===== src/rtl/riscky_loader_pkg.sv =====
// Shared definitions for the instruction-memory boot loader: word width, byte stride,
// FSM state encodings and the payload address helper.
package riscky_loader_pkg;

    localparam int WORD_W     = 32;
    localparam int WORD_BYTES = 4;

    typedef enum logic [2:0] {
        ST_LEN   = 3'd0,
        ST_LOAD  = 3'd1,
        ST_CSUM  = 3'd2,
        ST_DONE  = 3'd3,
        ST_ERROR = 3'd4
    } load_state_t;

    // Byte address of payload word 'index' relative to the image base.
    function automatic logic [WORD_W-1:0] word_byte_addr(
        input logic [WORD_W-1:0] base,
        input logic [WORD_W-1:0] index
    );
        return base + (index * WORD_W'(WORD_BYTES));
    endfunction

endpackage


===== src/rtl/loader_csum.sv =====
// Running 32-bit wrap-around sum of the payload words, with synchronous clear and an
// equality compare against the trailing checksum word presented on the same data bus.
module loader_csum
    import riscky_loader_pkg::*;
(
    input  logic              clk,
    input  logic              rst,
    input  logic              clear,
    input  logic              add,
    input  logic [WORD_W-1:0] data,
    output logic              match
);

    logic [WORD_W-1:0] sum_reg;

    always_ff @(posedge clk or negedge rst) begin
        if (!rst) begin
            sum_reg <= '0;
        end else if (clear) begin
            sum_reg <= '0;
        end else if (add) begin
            sum_reg <= sum_reg + data;
        end
    end

    assign match = (sum_reg == data);

endmodule


===== src/rtl/imem_loader.sv =====
// Boot-time instruction-memory writer: parses a length-prefixed word stream, writes the
// payload to memory and holds the core in reset until done. Optional feature: CHECKSUM_EN.
module imem_loader
    import riscky_loader_pkg::*;
#(
    parameter int                ADDR_W    = 10,
    parameter logic [WORD_W-1:0] BASE_ADDR = '0
) (
    input  logic              clk,
    input  logic              rst,
    input  logic              start,
    input  logic              s_valid,
    output logic              s_ready,
    input  logic [WORD_W-1:0] s_data,
    output logic              mem_we,
    output logic [WORD_W-1:0] mem_addr,
    output logic [WORD_W-1:0] mem_wdata,
    output logic              core_rst_n,
    output logic              done,
    output logic              error,
    output logic [ADDR_W:0]   words_loaded
);

    localparam logic [WORD_W-1:0] CAPACITY = WORD_W'(1) << ADDR_W;
    localparam logic [ADDR_W:0]   CNT_ONE  = (ADDR_W + 1)'(1);

    load_state_t       state_reg;
    load_state_t       state_next;
    logic [ADDR_W:0]   count_reg;
    logic [ADDR_W:0]   len_reg;
    logic              s_ready_reg;
    logic              mem_we_reg;
    logic [WORD_W-1:0] mem_addr_reg;
    logic [WORD_W-1:0] mem_wdata_reg;
    logic              core_rst_n_reg;
    logic              done_reg;
    logic              error_reg;

    logic              fire;
    logic [ADDR_W:0]   count_inc;
    logic              last_word;
    logic              len_zero;
    logic              len_too_big;
    logic              restart;
    logic [WORD_W-1:0] write_addr;

    assign fire        = s_valid & s_ready_reg;
    assign count_inc   = count_reg + CNT_ONE;
    assign last_word   = (count_inc == len_reg);
    assign len_zero    = (s_data == '0);
    assign len_too_big = (s_data > CAPACITY);
    assign write_addr  = word_byte_addr(BASE_ADDR, WORD_W'(count_reg));
    assign restart     = ((state_reg == ST_DONE) || (state_reg == ST_ERROR)) && start;

`ifdef CHECKSUM_EN
    localparam load_state_t ST_AFTER_PAYLOAD = ST_CSUM;

    logic csum_clear;
    logic csum_add;
    logic csum_match;

    assign csum_clear = (state_reg == ST_LEN) && fire;
    assign csum_add   = (state_reg == ST_LOAD) && fire;

    loader_csum u_csum (
        .clk   (clk),
        .rst   (rst),
        .clear (csum_clear),
        .add   (csum_add),
        .data  (s_data),
        .match (csum_match)
    );
`else
    localparam load_state_t ST_AFTER_PAYLOAD = ST_DONE;
`endif

    always_comb begin
        state_next = state_reg;
        case (state_reg)
            ST_LEN: begin
                if (fire) begin
                    if (len_zero) begin
                        state_next = ST_AFTER_PAYLOAD;
                    end else if (len_too_big) begin
                        state_next = ST_ERROR;
                    end else begin
                        state_next = ST_LOAD;
                    end
                end
            end
            ST_LOAD: begin
                if (fire && last_word) begin
                    state_next = ST_AFTER_PAYLOAD;
                end
            end
`ifdef CHECKSUM_EN
            ST_CSUM: begin
                if (fire) begin
                    state_next = csum_match ? ST_DONE : ST_ERROR;
                end
            end
`endif
            ST_DONE, ST_ERROR: begin
                if (start) begin
                    state_next = ST_LEN;
                end
            end
            default: state_next = ST_LEN;
        endcase
    end

    always_ff @(posedge clk or negedge rst) begin
        if (!rst) begin
            state_reg      <= ST_LEN;
            count_reg      <= '0;
            len_reg        <= '0;
            s_ready_reg    <= 1'b0;
            mem_we_reg     <= 1'b0;
            mem_addr_reg   <= '0;
            mem_wdata_reg  <= '0;
            core_rst_n_reg <= 1'b0;
            done_reg       <= 1'b0;
            error_reg      <= 1'b0;
        end else begin
            state_reg   <= state_next;
            s_ready_reg <= (state_next == ST_LEN) || (state_next == ST_LOAD) ||
                           (state_next == ST_CSUM);
            done_reg    <= (state_next == ST_DONE);
            error_reg   <= (state_next == ST_ERROR);
            // Release only from the second DONE cycle, so the final write has retired.
            core_rst_n_reg <= (state_reg == ST_DONE) && (state_next == ST_DONE);
            mem_we_reg     <= (state_reg == ST_LOAD) && fire;

            if ((state_reg == ST_LEN) && fire && !len_too_big) begin
                len_reg <= s_data[ADDR_W:0];
            end

            if ((state_reg == ST_LOAD) && fire) begin
                mem_addr_reg  <= write_addr;
                mem_wdata_reg <= s_data;
                count_reg     <= count_inc;
            end else if (restart) begin
                count_reg <= '0;
            end
        end
    end

    assign s_ready      = s_ready_reg;
    assign mem_we       = mem_we_reg;
    assign mem_addr     = mem_addr_reg;
    assign mem_wdata    = mem_wdata_reg;
    assign core_rst_n   = core_rst_n_reg;
    assign done         = done_reg;
    assign error        = error_reg;
    assign words_loaded = count_reg;

endmodule


===== config.mk =====
export PLATFORM = sky130hd
export DESIGN_NAME = imem_loader
export DESIGN_NICKNAME = d
export VERILOG_FILES = /design/src/rtl/riscky_loader_pkg.sv /design/src/rtl/loader_csum.sv /design/src/rtl/imem_loader.sv
export SDC_FILE = /design/constraint.sdc
export NUM_CORES = 1
export LEC_CHECK = 0
export BUFFER_PORTS_ARGS = -buffer_cell sky130_fd_sc_hd__buf_2
export CELL_PAD_IN_SITES_DETAIL_PLACEMENT = 0
export CELL_PAD_IN_SITES_GLOBAL_PLACEMENT = 2
export CORE_ASPECT_RATIO = 0.6
export CORE_MARGIN = 2
export CORE_UTILIZATION = 31
export CTS_CLUSTER_DIAMETER = 80
export DETAILED_ROUTE_END_ITERATION = 12
export MAX_ROUTING_LAYER = met4
export PLACE_DENSITY = 0.88
export SLEW_MARGIN = 20
export SYNTH_ARGS = -nofsm -noshare
export SYNTH_HDL_FRONTEND = slang
export SYNTH_SLANG_ARGS = --single-unit

===== constraint.sdc =====
create_clock -name clk -period 4.05 [get_ports clk]
set_input_delay 0.81 -clock clk [delete_from_list [all_inputs] [get_ports clk]]
set_output_delay 0.81 -clock clk [all_outputs]
set_load 0.02 [all_outputs]

Word-level counts from Yosys, hierarchy flattened
Index checks and enable logic that the tools add are counted.
{"block": "word_totals", "ff_bits": 73, "latchBits": 0, "ramBits": 0, "romBits": 0, "output_inout_bits": 80, "n_memories": 0}
{"block": "op_classes", "n_addsub": 1, "n_mul": 0, "n_div": 0, "n_lt_le_gt_ge": 1, "eq_ne": 8, "shift": 0, "mux": 8, "bitwise_logic": 1, "n_reduce_logical": 15}
{"op": "greater-than comparator 32 x 11 -> 1 bit (second input constant)", "count": 1}
{"op": "zero test 32 bit", "count": 1}
{"op": "two-way mux 11 bit", "count": 2}
{"op": "two-way mux 3 bit", "count": 5}
{"op": "adder 11 x 1 -> 11 bit (second input constant)", "count": 1}
{"op": "equality test 11 bit", "count": 1}
{"op": "equality test 3 x 2 -> 1 bit (second input constant)", "count": 3}
{"op": "case mux 3 bit (3 select lines)", "count": 1}
{"op": "equality test 3 x 1 -> 1 bit (second input constant)", "count": 2}
{"op": "equality test 3 bit (second input constant)", "count": 2}
{"op": "logical AND 1 bit", "count": 6}
{"op": "zero test 3 bit", "count": 2}
{"op": "logical OR 1 bit", "count": 3}
{"op": "nonzero test 2 bit", "count": 1}
{"op": "OR reduction 2 bit", "count": 1}
{"op": "AND 1 bit", "count": 1}
{"op": "zero test 1 bit", "count": 1}

Longest topological paths before layout
{"block": "logic_depth", "depth_word": 8, "ltp_mapped": 8}

Worst setup path before layout
No wires, ideal clock.
{"block": "synth_timing", "path_kind": "in2reg", "from": "in s_valid", "to": "reg len_reg[10]", "setup_ps": 125, "arrival_time_ps": 2165, "t_required_ps": 3925, "slack_ps": 1760, "stages": 6, "path_buffers": 1, "path_cell_list": "nand2_1 > or4_1 > nor3_1 > and2_1 > buf_2 > mux2_2"}
{"block": "synth_between", "elab_chain_len": 3}
{"element": "start, declared", "line_no": "imem_loader.sv:12", "source": "input logic s_valid,"}
{"element": "AND 1 bit", "line_no": "imem_loader.sv:47", "source": "assign fire = s_valid & s_ready_reg;"}
{"element": "logical AND 1 bit (2 in a row)", "line_no": "imem_loader.sv:134", "source": "if ((state_reg == ST_LEN) && fire && !len_too_big) begin"}
{"element": "end signal, assigned", "line_no": "imem_loader.sv:135", "source": "len_reg <= s_data[ADDR_W:0];"}
{"element": "end, declared", "line_no": "imem_loader.sv:30", "source": "logic [ADDR_W:0] len_reg;"}
Every way passes these cells.
A chain may end at the register's enable or synchronous reset.

Worst setup path in the final report
{"block": "layout_timing", "from": "in s_valid", "to": "reg count_reg[8] (netlist: words_loaded[8])"}
{"block": "layout_between", "elab_chain_len": 3, "elab_cells_between_ends": 4}
{"element": "AND 1 bit *", "line_no": "imem_loader.sv:47"}
{"element": "logical AND 1 bit *", "line_no": "imem_loader.sv:138", "source": "if ((state_reg == ST_LOAD) && fire) begin"}
{"element": "two-way mux 11 bit / nonzero test 2 bit (equally long branches)"}
{"element": "end signal, assigned", "line_no": "imem_loader.sv:141", "source": "count_reg <= count_inc;"}
{"element": "end, declared", "line_no": "imem_loader.sv:29", "source": "logic [ADDR_W:0] count_reg;"}
Mark *: on every way between the ends. The rest lies on a longest branch, timed or not.

==> results.sh <==
export IMPL_antenna_found_initial=0
export IMPL_diodes=0
export IMPL_start_util_pct=32.3
export IMPL_power_density_mw_per_mm2=576
export IMPL_yosys_top_cells_area="dfrtp_1 (53%), nand2_1 (15%), buf_4 (4.6%)"
export IMPL_grt_overflow=0
export IMPL_grt_pass1_wl_um=14300
export IMPL_port_buffer_count=94
export IMPL_max_freq_ghz=0.375
export IMPL_layout_common_cells="nand2_1 (142), buf_2 (93), dfrtp_1 (73), conb_1 (21), o21ai_0 (18)"
export IMPL_setup_violations=0
export IMPL_hp_class="reg2reg"
export IMPL_timing_final_ws_setup_ns=1.38
export IMPL_drc=0
export IMPL_arrival_ns=2.90
export IMPL_ys_ff_latch=73
export IMPL_synth_top_cell_area_share_pct=52.8
export IMPL_maxSlewHeadroom_pct=37.2
export IMPL_synth_edf_count=0
export IMPL_netlist_area_mm2=0.00346
export IMPL_cts_sinks=73
export IMPL_clkTransAtPathRegs_ns=0.06
export IMPL_dp_slack_ns=1.02
export IMPL_rows=29
export IMPL_fin_nets=503
export IMPL_grt_usage_pct=15.8
export IMPL_worstMarginPinSlew_ns=0.942
export IMPL_die_width_um=140
export IMPL_end_kind="flip-flop"
export IMPL_largest_reg_flops=32
export IMPL_status="finished, final reports clean"
export IMPL_finalMaxSlewViolations=0
export IMPL_timing_worst_setup_path_type="in2reg"
export IMPL_place_area_mm2=0.00395
export IMPL_io_pins=116
export IMPL_rsz0062_at_grt="false"
export IMPL_final_area_mm2=0.00425
export IMPL_ant_nets=0
export IMPL_drtIter0Drc=162
export IMPL_routed_wl_um=8970
export IMPL_min_period_ns=2.67
export IMPL_hold_violations=0
export IMPL_vias=2890
export IMPL_cts_tree="built"
export IMPL_finalClockSkew_ns=0.00413
export IMPL_finalSetupTns_ns=0
export IMPL_design_die_area_mm2=0.0120
export IMPL_coreArea_mm2=0.0107
export IMPL_area_delta_synth_final_pct=22.9
export IMPL_first_pass_iters=4
export IMPL_clockBufferDepth=2
export IMPL_nFillCells=1105
export IMPL_worst_path_max_fanout=28
export IMPL_finalCritPeriodShare_pct=65.8
export IMPL_cp_required_ns=4.29
export IMPL_timing_hold_ws_ns=0.468
export IMPL_p_total_mw=2.45
export IMPL_grt_pass1_vias=2718
export IMPL_synth_warnings=0
export IMPL_dp_hpwl_um=6460
export IMPL_layout_drive_gt1_share_pct=27.0
export IMPL_yosysTopAreaCell="dfrtp_1"
export IMPL_drv_cap=0
export IMPL_synthArstFlopShare_pct=100
export IMPL_place_gp_congestion=0.805
export IMPL_wire_per_inst_um=14.7
export IMPL_vdd_ir_drop_worst_mv=0.223
export IMPL_cts_buffers=9
export IMPL_ctsResizeCount=0
export IMPL_final_util_pct=39.7
export IMPL_layout_commonest_cell="nand2_1"
export IMPL_die_h_um=85.8
export IMPL_via_per_inst=4.74
export IMPL_synth_distinct_cells=44
export IMPL_cellLeakagePower_nw=2.23
export IMPL_syn_inst=380
export IMPL_htreeDepth=3
export IMPL_synth_area_per_cell_um2=9.10
export IMPL_cp_start_kind="input pin"
export IMPL_clk_root_buffer_cell="clkbuf_16"
export IMPL_clock_latency_ns=0.33
export IMPL_dpl_cell_count=594
export IMPL_grt_start_max_net_pins=74
export IMPL_cts_setup_buffers=0
export IMPL_holdBufCountCts=0
export IMPL_synth_main_ff_cell="dfrtp_1"
export IMPL_yosysSeqAreaShare_pct=52.8
export IMPL_fin_cells=610
area by class of cell:
cell class	count	area, um2	area share [%]
Multi-Input combinational cell	284	1450	34.1
Clock buffer	11	243	5.71
Inverter	1	3.75	0.0884
Clock inverter	5	55.1	1.30
Sequential cell	73	1830	43.0
Tap cell	139	174	4.09
Timing Repair Buffer	97	495	11.7
worst paths after layout:
kind	startpoint	slack [ns]	cells after the start	to
worst max-delay path	s_valid	1.38	8	words_loaded[8]
worst min-delay path	mem_addr[7]	0.47	2	mem_addr[7]
worst max register to register	state_reg[1]	1.50	6	words_loaded[8]
worst min register to register	mem_addr[7]	0.47	2	mem_addr[7]
max in group asynchronous	rst	2.81	1	mem_wdata[5]
min in group asynchronous	rst	0.61	1	mem_addr[8]
Yosys cell counts (all sizes together) (4+ instances only):
library cell / instances
nand2: 142
dfrtp: 73
buf: 28
o21ai: 18
clkbuf: 14
mux2: 11
nor2: 10
xnor2: 9
a21oi: 7
nor4: 7
nand3: 6
nor3: 6
nand4: 4
o31ai: 4
worst max-delay path, stage by stage:
cell	delay [ns]
buf_2	0.08
nand2_1	0.08
or4b_2	0.97
clkinv_1	0.36
buf_4	0.29
and2_1	0.15
o21ai_0	0.07
o31ai_1	0.08
metal layers:
| metal | GRT usage [%] | routed length, um |
|---|---|---|
| met5 | - | 0 |
| met2 | 20.7 | 3620 |
| met4 | 3.86 | 38 |
| met3 | 4.41 | 541 |
| met1 | 23.7 | 4770 |
where the power goes:
| group | internal [mW] | switching [mW] |
|---|---|---|
| clock network | 0.491 | 0.297 |
| registers | 0.912 | 0.0998 |
| logic | 0.210 | 0.438 |
cell families after synthesis:
kind of cell | after synthesis | synth area share (%)
xor gates and xnor gates | 11 | 2.79
DFF | 73 | 52.8
buffers and inverters | 43 | 7.38
muxes | 12 | 3.87
and+or+nand+nor | 195 | 24.5
adders and majority gates | 1 | 0.362
AOI/OAI and AO/OA | 44 | 8.18
other | 1 | 0.108
(Power assumes the default switching activity.)
